[config.mk]
export PLATFORM = sky130hd
export DESIGN_NAME = reg_file
export DESIGN_NICKNAME = d
export VERILOG_FILES = /design/src/rtl/reg_file.sv
export SDC_FILE = /design/constraint.sdc
export NUM_CORES = 1
export LEC_CHECK = 0
export ABC_CLOCK_PERIOD_IN_PS = 1800
export CAP_MARGIN = 20
export CORE_MARGIN = 3
export CORE_UTILIZATION = 54
export CTS_BUF_LIST = sky130_fd_sc_hd__clkbuf_8
export DETAILED_ROUTE_END_ITERATION = 12
export PLACE_DENSITY = 0.76
export SYNTH_ARGS = -nofsm -noshare
export SYNTH_HDL_FRONTEND = slang
export SYNTH_SLANG_ARGS = --single-unit
[constraint.sdc]
create_clock -name clk -period 1.8 [get_ports clk]
set_clock_uncertainty 0.05 [all_clocks]
set_input_delay 0.36 -clock clk [delete_from_list [all_inputs] [get_ports clk]]
set_output_delay 0.36 -clock clk [all_outputs]
set_load 0.02 [all_outputs]
[src/rtl/reg_file.sv]
// General-purpose register file with condition codes.
// Holds NREGS registers plus a one-hot {n,z,p} flag register. Reads are
// combinational with no write-to-read bypass. Writes and flag loads happen
// on the rising clock edge.
module reg_file #(
  parameter int unsigned WIDTH = 16,
  parameter int unsigned NREGS = 8
) (
  input  logic             clk,
  input  logic             rst_n,
  input  logic [2:0]       dr,
  input  logic [2:0]       sr1,
  input  logic [2:0]       sr2,
  input  logic [4:0]       imm5,
  input  logic             sr2mux_sel,
  input  logic [WIDTH-1:0] bus,
  input  logic             ld_reg,
  input  logic             ld_cc,
  output logic [WIDTH-1:0] sr1_out,
  output logic [WIDTH-1:0] sr2mux_out,
  output logic             n,
  output logic             z,
  output logic             p
);

  logic [WIDTH-1:0] regs_q [NREGS];
  logic [WIDTH-1:0] regs_d [NREGS];
  logic [2:0]       nzp_q;
  logic [2:0]       nzp_d;
  logic [WIDTH-1:0] imm_sext;

  // Next-state for the register array: only dr changes, and only when ld_reg is set.
  always_comb begin
    regs_d = regs_q;
    if (ld_reg) begin
      regs_d[dr] = bus;
    end
  end

  // Next-state for the flags: classify the bus value as negative, zero or positive.
  always_comb begin
    nzp_d = nzp_q;
    if (ld_cc) begin
      if (bus[WIDTH-1]) begin
        nzp_d = 3'b100;
      end else if (bus == '0) begin
        nzp_d = 3'b010;
      end else begin
        nzp_d = 3'b001;
      end
    end
  end

  // State update; reset is asynchronous and discards any pending load.
  always_ff @(posedge clk or negedge rst_n) begin
    if (!rst_n) begin
      regs_q <= '{default: '0};
      nzp_q  <= 3'b010;
    end else begin
      regs_q <= regs_d;
      nzp_q  <= nzp_d;
    end
  end

  // Operand outputs: direct reads of the current register contents.
  assign imm_sext   = {{(WIDTH - 5){imm5[4]}}, imm5};
  assign sr1_out    = regs_q[sr1];
  assign sr2mux_out = sr2mux_sel ? imm_sext : regs_q[sr2];

  assign n = nzp_q[2];
  assign z = nzp_q[1];
  assign p = nzp_q[0];

endmodule

==> results_dict.tcl, run 1 <==
set metrics [dict create \
    fillers 708 \
    clock-root-buffer "clkbuf_8" \
    gp_congestion 0.792 \
    remaining_drc_errors 0 \
    syn_inst 475 \
    num_rows 41 \
    gr-total-overflow 0 \
    io_pins 70 \
    clockBufferDepth 2 \
    ys_types 28 \
    cp-end-kind "output pin" \
    cp_max_fo 3 \
    finalSetupViolCount 32 \
    die_w_microns 122 \
    dieHeight_microns 122 \
    dpl.hpwl_microns 13600 \
    drive_gt1_share_pct 72.1 \
    wirelength_microns 21700 \
    seqCellArea_sq_um 3280 \
    grt_pass1_wl_microns 33700 \
    leakagePower_nw 4.44 \
    cts_made_buffers 17 \
    grt_max_degree 43 \
    grt_pass1_vias 5838 \
    cp.required_ns 1.39 \
    clkTransAtPathRegs_ns 0.07 \
    start_util_pct 56.6 \
    period_needed_ns 2.22 \
    arrival_ns 1.81 \
    fmax_mhz 450 \
    violations "negative setup slack" \
    ys.warnings.count 0 \
    power_mw 10.8 \
    place_area_sq_um 9370 \
    clkSinkCount 131 \
    maxSlewHeadroom_pct 59.9 \
    wire_per_inst_microns 25.8 \
    hold_viol 0 \
    multi_input_area_sq_um 4330 \
    max-vdd-ir-drop_uv 661 \
    cts_tree "done" \
    synth_area_sq_um 7280 \
    clock_latency_ns 0.45 \
    grt_usage_pct 31.0 \
    startpoint "regs_q[70]" \
    rsz0062_at_grt "true" \
    tightest_slew_ns 0.596 \
    synth_fp_nets 510 \
    status "finished, violations left" \
    htreeDepth 4 \
    final_common_cell "mux2_2" \
    dp_cells 787 \
    timing.final.ws_setup_ns -0.422 \
    max-cap-violations 0 \
    hold_class "input port to async pin" \
    synth_seq_cells 131 \
    fin_area_sq_um 10400 \
    ant_nets 0 \
    antenna_cells 0 \
    synthToLayoutAreaGrowth_pct 42.1 \
    yosysSeqAreaShare_pct 45.0 \
    io_buffers 69 \
    final_nets 688 \
    p_per_area_nw_per_um2 1040 \
    antenna_found_initial 0 \
    syn_avg_cell_area_sq_um 15.3 \
    first_iter_violations 288 \
    die-area_sq_um 14900 \
    startpoint_type "register" \
    r2r-start "regs_q[66]" \
    final_cells 838 \
    path_class "register to output pin" \
    vias_per_cell 6.23 \
    coreArea_sq_um 12900 \
    dr.pass1.iters 5 \
    min_period_over_period_pct 123 \
    layout_common_cells "153 x mux2_2, 130 x dfrtp_1, 89 x buf_4, 44 x mux4_2, 43 x buf_6" \
    vias 5217 \
    worst_r2r_path_depth 3 \
    drv_slew 0 \
]
==> cell families (layout without fill, tap and decap cells) <==
kind of cell,count (synthesis),count (layout),share of synthesized area (%)
and+or+nand+nor,37,37,4.11
muxes,229,229,43.4
AOI/OAI and AO/OA,39,39,3.66
DFF,131,131,45.0
buffers and inverters,39,230,3.80
==> layout make-up <==
| cell class | instances | share of cell area [%] |
|---|---|---|
| Multi-Input combinational cell | 305 | 41.9 |
| Inverter | 2 | 0.0725 |
| Timing Repair Buffer | 196 | 20.0 |
| Clock buffer | 21 | 2.79 |
| Sequential cell | 131 | 31.7 |
| Tap cell | 172 | 2.08 |
| Clock inverter | 11 | 1.52 |
==> power breakdown <==
part / leakage [nW] / internal [mW] / switching, mW
logic: 2.64 / 2.38 / 1.53
registers: 1.57 / 3.59 / 0.462
clock network: 0.230 / 1.64 / 1.15
total: 4.44 / 7.61 / 3.15
==> routing by layer <==
metal	global-route usage, %	part of all wire [%]
met5	0	0
met4	11.8	2.7
met3	7.15	5.2
met2	53.0	53
met1	38.5	39
==> worst paths after layout <==
check | slack, ns | endpoint
hold reg to reg | 0.48 | regs_q[99]
hold / removal | 0.31 | regs_q[122]
setup reg to reg | 0.75 | regs_q[66]
max in group asynchronous | 0.78 | nzp_q[1]
setup / recovery | -0.42 | sr1_out[6]
min in group clk | 0.48 | regs_q[99]
==> critical path, cell delays in order (launching register included) <==
cell and delay [ns]:
dfrtp_1 0.42, mux4_2 0.51, mux2_4 0.31, buf_6 0.14
==> flip-flops by register name, summed over array words and instances, names as in the netlist <==
signal / flops
nzp_q: 3
regs_q: 128
==> synthesized netlist by cell type <==
library cell,instances,share of area (%)
mux2_2,183,28
or2_2,1,0.086
dfrtp_1,130,45
buf_8,1,0.21
buf_2,8,0.55
nand2b_1,3,0.26
o31ai_1,16,1.6
inv_1,2,0.10
nand4_1,1,0.086
buf_4,5,0.52
nor2b_1,12,1.0
mux2_1,2,0.31
buf_6,12,1.9
mux4_1,23,8.3
clkbuf_1,8,0.41
nand2b_4,1,0.19
buf_1,3,0.15
a41o_1,1,0.14
nand2_1,7,0.36
nand4_2,1,0.17
mux4_2,21,6.5
o21ai_0,1,0.069
dfstp_2,1,0.36
nand4b_2,3,0.62
nor3b_4,2,0.52
o22ai_1,21,1.8
nor3_4,2,0.45
nor4_1,4,0.34
==> per-stage QoR <==
step / setup WS, ns / setup TNS [ns] / utilization [%] / hold WS [ns]
after global routing: -0.469 / -12.43 / 80.4 / 0.323
after global placement: -0.931 / -44.44 / 72.7 / 0.239
final: -0.422 / -10.46 / 80.4 / 0.313
after detailed placement: -0.924 / -48.27 / 72.7 / 0.241
after CTS: -0.404 / -10.90 / 79.9 / 0.302
after floorplan: -0.00147 / -0.0206 / - / 0.0144
==> what timing repair did <==
| action | CTS | global route |
|---|---|---|
| pin swaps | 19 | 6 |
| gates cloned | 3 | 0 |
| buffers inserted | 9 | 6 |
| endpoints found under the setup margin | 35 | 32 |
| gates resized for setup | 255 | 7 |
| hold endpoints to repair | 18 | 0 |
| hold buffers | 1 | 0 |
(Power assumes the default switching activity.)
==> run 2: changes to the inputs <==
Settings changed: ABC_CLOCK_PERIOD_IN_PS 1800 to 2700, CORE_UTILIZATION 54 to 63, PLACE_DENSITY 0.76 to 0.84.
Clock period 1.8 ns to 2.7 ns, I/O delays scaled along.
==> run 2 against run 1 <==
  * The run now ends clean
  * Flip-flop and latch count did not move
  * Register-to-register slack improved by 1.1 ns
  * Count of clock-buffer cells in the layout decreased by 2
  * Core utilization decreased by 0.90 points
  * Via count fell by 7.2%
  * Critical path depth is 2 higher
  * Global-route usage decreased by 0.55 points
  * Critical path type is now input port to output pin
  * First-iteration DRC count rose by 27%
  * Routed wire length decreased by 15%
==> results_dict.tcl, run 2 (synthesis results as in run 1) <==
set metrics [dict create \
    clkTransAtPathRegs_ns 0.07 \
    place_area_sq_um 8370 \
    multi_input_area_sq_um 3730 \
    remaining_drc_errors 0 \
    final_common_cell "mux2_2" \
    wirelength_microns 18400 \
    cp.required_ns 2.11 \
    synthToLayoutAreaGrowth_pct 20.9 \
    start_util_pct 65.7 \
    antenna_cells 0 \
    post_cts_buffers 0 \
    tightest_slew_ns 0.631 \
    grt_pass1_vias 5086 \
    p_per_area_nw_per_um2 699 \
    grt_max_degree 46 \
    dr.pass1.iters 5 \
    status "finished, final reports clean" \
    path_class "input port to output pin" \
    hold_viol 0 \
    clock_latency_ns 0.44 \
    clockBufferDepth 2 \
    htreeDepth 4 \
    layout_common_cells "183 x mux2_2, 130 x dfrtp_1, 31 x clkdlybuf4s50_1, 27 x dlygate4sd2_1, 23 x buf_4" \
    largest-register "regs_q" \
    dpl.hpwl_microns 11800 \
    grt_pass1_wl_microns 28900 \
    top_regs "regs_q: 128 flops, nzp_q: 3 flops" \
    io_buffers 69 \
    final_nets 601 \
    gp_congestion 0.811 \
    fillers 667 \
    cts_tree "done" \
    hold_class "input port to async pin" \
    ant_nets 0 \
    largest_reg_flops 128 \
    power_mw 6.15 \
    die_w_microns 114 \
    period_needed_ns 2.67 \
    startpoint_type "input port" \
    wire_per_inst_microns 25.6 \
    max-vdd-ir-drop_uv 449 \
    rsz0062_at_grt "true" \
    maxSlewHeadroom_pct 57.5 \
    max-cap-violations 0 \
    min_period_over_period_pct 98.9 \
    io_pins 70 \
    antenna_found_initial 0 \
    fin_area_sq_um 8810 \
    arrival_ns 2.08 \
    die-area_sq_um 12900 \
    cp-end-kind "output pin" \
    dieHeight_microns 114 \
    drv_slew 0 \
    num_rows 38 \
    finalSetupViolCount 0 \
    drive_gt1_share_pct 51.7 \
    holdWs_ns 0.0706 \
    vias_per_cell 6.74 \
    final_util_pct 79.5 \
    gr-total-overflow 0 \
    cp_max_fo 18 \
    leakagePower_nw 3.75 \
    grt_usage_pct 30.4 \
    first_iter_violations 365 \
    clkSinkCount 131 \
    coreArea_sq_um 11100 \
    fmax_mhz 375 \
    holdBufCountCts 0 \
    vias 4842 \
    clock-root-buffer "clkbuf_8" \
    seqCellArea_sq_um 3280 \
    cts_made_buffers 17 \
]
==> run 2: cell types whose count changed in the layout (fill, tap and decap cells not counted), moves of 18 or more <==
| cell | previous run | this run |
|---|---|---|
| buf_4 | 89 | 23 |
| buf_6 | 43 | 0 |
| dlygate4sd2_1 | 5 | 27 |
| mux2_2 | 153 | 183 |
| mux2_4 | 30 | 0 |
| mux4_1 | 0 | 22 |
| mux4_2 | 44 | 22 |
| o22ai_1 | 1 | 21 |
| o22ai_4 | 18 | 0 |
==> run 2: what timing repair did <==
action                                  in CTS  in global routing
endpoints found under the setup margin      32                  9
resized for setup                           57                  3
gates cloned                                 1                  0
==> run 2: worst paths after layout <==
| path | startpoint | endpoint | slack [ns] | cells after the start |
|---|---|---|---|---|
| setup / recovery | sr1[0] | sr1_out[12] | 0.03 | 5 |
| hold / removal | rst_n | regs_q[97] | 0.07 | 1 |
| setup reg to reg | nzp_q[1] | nzp_q[1] | 1.83 | 2 |
| hold reg to reg | nzp_q[1] | nzp_q[1] | 0.46 | 2 |
| max in group asynchronous | rst_n | regs_q[40] | 1.86 | 2 |
| min in group clk | nzp_q[1] | nzp_q[1] | 0.46 | 2 |
==> run 2: layout make-up <==
cell class              count  area share (%)
multi-input cells         305            42.4
well taps                 140            1.99
inverters                   2          0.0853
repair buffers            109            13.5
flip-flops and latches    131            37.2
clock buffers              19            2.97
clock inverters            12            1.85
==> run 2: layer usage <==
metal | vias to the layer above | routed length (microns) | GRT usage, %
li1 | 2060 | - | -
met1 | 2534 | 7830 | 41.9
met2 | 217 | 9040 | 48.2
met3 | 31 | 1200 | 7.32
met4 | 0 | 308 | 10.4
met5 | - | 0 | 0
==> run 2: critical path, cell delays in order <==
cell	delay, ns
buf_2	0.14
buf_12	0.20
mux4_1	0.56
mux2_2	0.29
dlygate4sd2_1	0.33
==> run 2: through the flow <==
stage	cells	TNS, ns	setup WS, ns
detailed placement	686	-12.01	-0.512
global route	718	-0.00141	-0.00141
finish	718	0	0.0310
CTS	718	0	0.0241
global placement	686	-11.03	-0.419
floorplan	475	0	0.300
==> run 2: power by group <==
| group | switching, mW | internal, mW |
|---|---|---|
| logic | 0.676 | 1.00 |
| registers | 0.312 | 2.39 |
| clock network | 0.731 | 1.04 |
==> run 3: changes to the inputs <==
Settings changed: CORE_MARGIN 3 to unset, HOLD_SLACK_MARGIN set to 0.06.
==> run 3 against run 2 <==
  * Via count rose by 1.1%
  * Routed wire length rose by 1.5%
  * Sequential share of layout area barely moved
  * Combinational power barely moved
  * Clock power fell by 5%
  * Die area fell by 6.9%
  * Flip-flop and latch count did not move
  * First-iteration DRC count rose by 2.7%
  * Global-route usage rose by 3.8 points
  * Largest cell class unchanged
==> results_dict.tcl, run 3 (synthesis results as in run 1) <==
set metrics [dict create \
    ant_nets 0 \
    swShare_pct 29.0 \
    pwr-share-clk_pct 27.8 \
    p_comb_share_pct 27.6 \
    cp-end-kind "output pin" \
    vias_per_cell 6.78 \
    layout_common_cells "183 x mux2_2, 130 x dfrtp_1, 31 x clkdlybuf4s50_1, 26 x buf_4" \
    worst_r2r_path_depth 1 \
    max-cap-violations 0 \
    coreArea_sq_um 11000 \
    gp_congestion 0.782 \
    tightest_slew_ns 0.624 \
    clkSinkCount 131 \
    dp_cells 689 \
    antenna_cells 0 \
    final_common_cell "mux2_2" \
    cp_max_fo 16 \
    final_nets 605 \
    cp_cell_sequence "clkdlybuf4s15_1, buf_12, mux4_1, mux2_2, dlygate4sd2_1" \
    hold_class "register to register" \
    top_regs "regs_q: 128 flops, nzp_q: 3 flops" \
    power_frac_seq_pct 44.6 \
    wire_per_inst_microns 25.8 \
    grt_pass1_vias 5046 \
    dieHeight_microns 110 \
    cp.required_ns 2.11 \
    clockBufferDepth 2 \
    drive_gt1_share_pct 52.1 \
    largest-register "regs_q" \
    status "finished, final reports clean" \
    antenna_found_initial 0 \
    startpoint_type "input port" \
    maxSlewHeadroom_pct 58.0 \
    die_w_microns 110 \
    min_to "nzp_q[1]" \
    min_path_cells 2 \
    start_util_pct 66.0 \
    path_class "input port to output pin" \
    critPathTopFamily "buffers and inverters" \
    io_pins 70 \
    dpl.hpwl_microns 11500 \
    r2r-end "regs_q[34]" \
    hold_viol 0 \
    wirelength_microns 18600 \
    max-vdd-ir-drop_uv 620 \
    p_per_area_nw_per_um2 691 \
    io_buffers 69 \
    grt_usage_pct 34.3 \
    vias 4893 \
    dr.pass1.iters 5 \
    largest_reg_flops 128 \
    gr-total-overflow 0 \
    period_needed_ns 2.67 \
    num_rows 38 \
    rsz0062_at_grt "false" \
    r2r-start "regs_q[34]" \
    remaining_drc_errors 0 \
    htreeDepth 4 \
    clock-root-buffer "clkbuf_8" \
    leakagePower_nw 3.75 \
    first_iter_violations 375 \
    crit_buf_inv 3 \
    grt_max_degree 57 \
    die-area_sq_um 12000 \
    fin_area_sq_um 8810 \
    synthToLayoutAreaGrowth_pct 21.0 \
    post_cts_buffers 0 \
    fmax_mhz 375 \
    cts_made_buffers 17 \
    arrival_ns 2.08 \
    place_area_sq_um 8410 \
    grt_pass1_wl_microns 29100 \
    critPathSlowestCell "clkdlybuf4s15_1" \
    intPower_mw 4.33 \
    tns_ns 0 \
    clkTransAtPathRegs_ns 0.08 \
    cts_tree "done" \
    regToRegSetupSlack_ns 1.83 \
    finalSetupViolCount 0 \
    critPathMaxStageDelay_ns 0.35 \
    min_period_over_period_pct 98.8 \
    clock_latency_ns 0.44 \
    final_cells 722 \
    switching_power_mw 1.77 \
    drv_slew 0 \
    min-delay-start "nzp_q[1]" \
]
run 3: changes by cell type in the layout (fill, tap and decap cells not counted), moves of 2 or more:
cell | before | now
buf_2 | 2 | 5
buf_4 | 23 | 26
bufinv_16 | 4 | 2
clkbuf_8 | 19 | 22
clkdlybuf4s15_2 | 6 | 4
clkinv_2 | 6 | 2
clkinvlp_4 | 0 | 4
dlygate4sd2_1 | 27 | 23
run 3: per-stage QoR:
| stage | power (mW) | setup slack [ns] | utilization, % | hold WS [ns] |
|---|---|---|---|---|
| final | 6.09 | 0.0332 | 79.9 | 0.439 |
| after global routing | 6.35 | 0.00629 | 79.9 | 0.456 |
| after floorplan | 3.80 | 0.300 | - | 0.194 |
| after detailed placement | 4.45 | -0.526 | 76.2 | 0.428 |
| after CTS | 6.10 | 0.00150 | 80.0 | 0.440 |
| after global placement | 4.35 | -0.440 | 76.2 | 0.427 |
run 3: how the worst max path moves through the flow:
stage            from              to  slack, ns  cells after the start
4_1_cts        sr2[1]   sr2mux_out[3]      0.002                      6
5_1_grt        sr1[0]     sr1_out[12]      0.006                      5
3_3_place_gp   sr2[2]  sr2mux_out[12]      -0.44                      6
3_5_place_dp   sr2[1]   sr2mux_out[3]      -0.53                      6
2_1_floorplan  sr2[0]   sr2mux_out[2]       0.30                      6
6_report       sr1[1]     sr1_out[12]       0.03                      5
run 3: routing by layer:
layer  GRT usage [%]  share of wire (%)  vias up
met1            45.0                 41     2580
met2            55.6                 50      209
li1                -                  -     2070
met3            9.01                7.0       34
met5               0                  0        -
met4            12.2                1.8        0
run 3: layout make-up:
cell class                      count  area, sq um
Clock buffer                       22          303
Clock inverter                      9          104
Fill cell                         626         2220
Inverter                            2         7.51
Multi-Input combinational cell    305         3740
Sequential cell                   131         3280
Tap cell                          140          175
Timing Repair Buffer              113         1200
run 3: timing repair:
item / in CTS / in global routing
cloned: 1 / 0
hold buffers: 1 / 0
hold endpoints to repair: 28 / 0
gates resized for setup: 71 / 5
endpoints found under the setup margin: 32 / 3
pin swaps: 0 / 0
run 3: power by group through the flow:
stage / registers [mW] / logic (mW) / clock network (mW)
6_report: 2.72 / 1.68 / 1.69
5_1_grt: 2.76 / 1.79 / 1.80
4_1_cts: 2.70 / 1.69 / 1.71
3_5_place_dp: 2.72 / 1.73 / 0
3_3_place_gp: 2.67 / 1.68 / 0
2_1_floorplan: 2.61 / 1.19 / 0
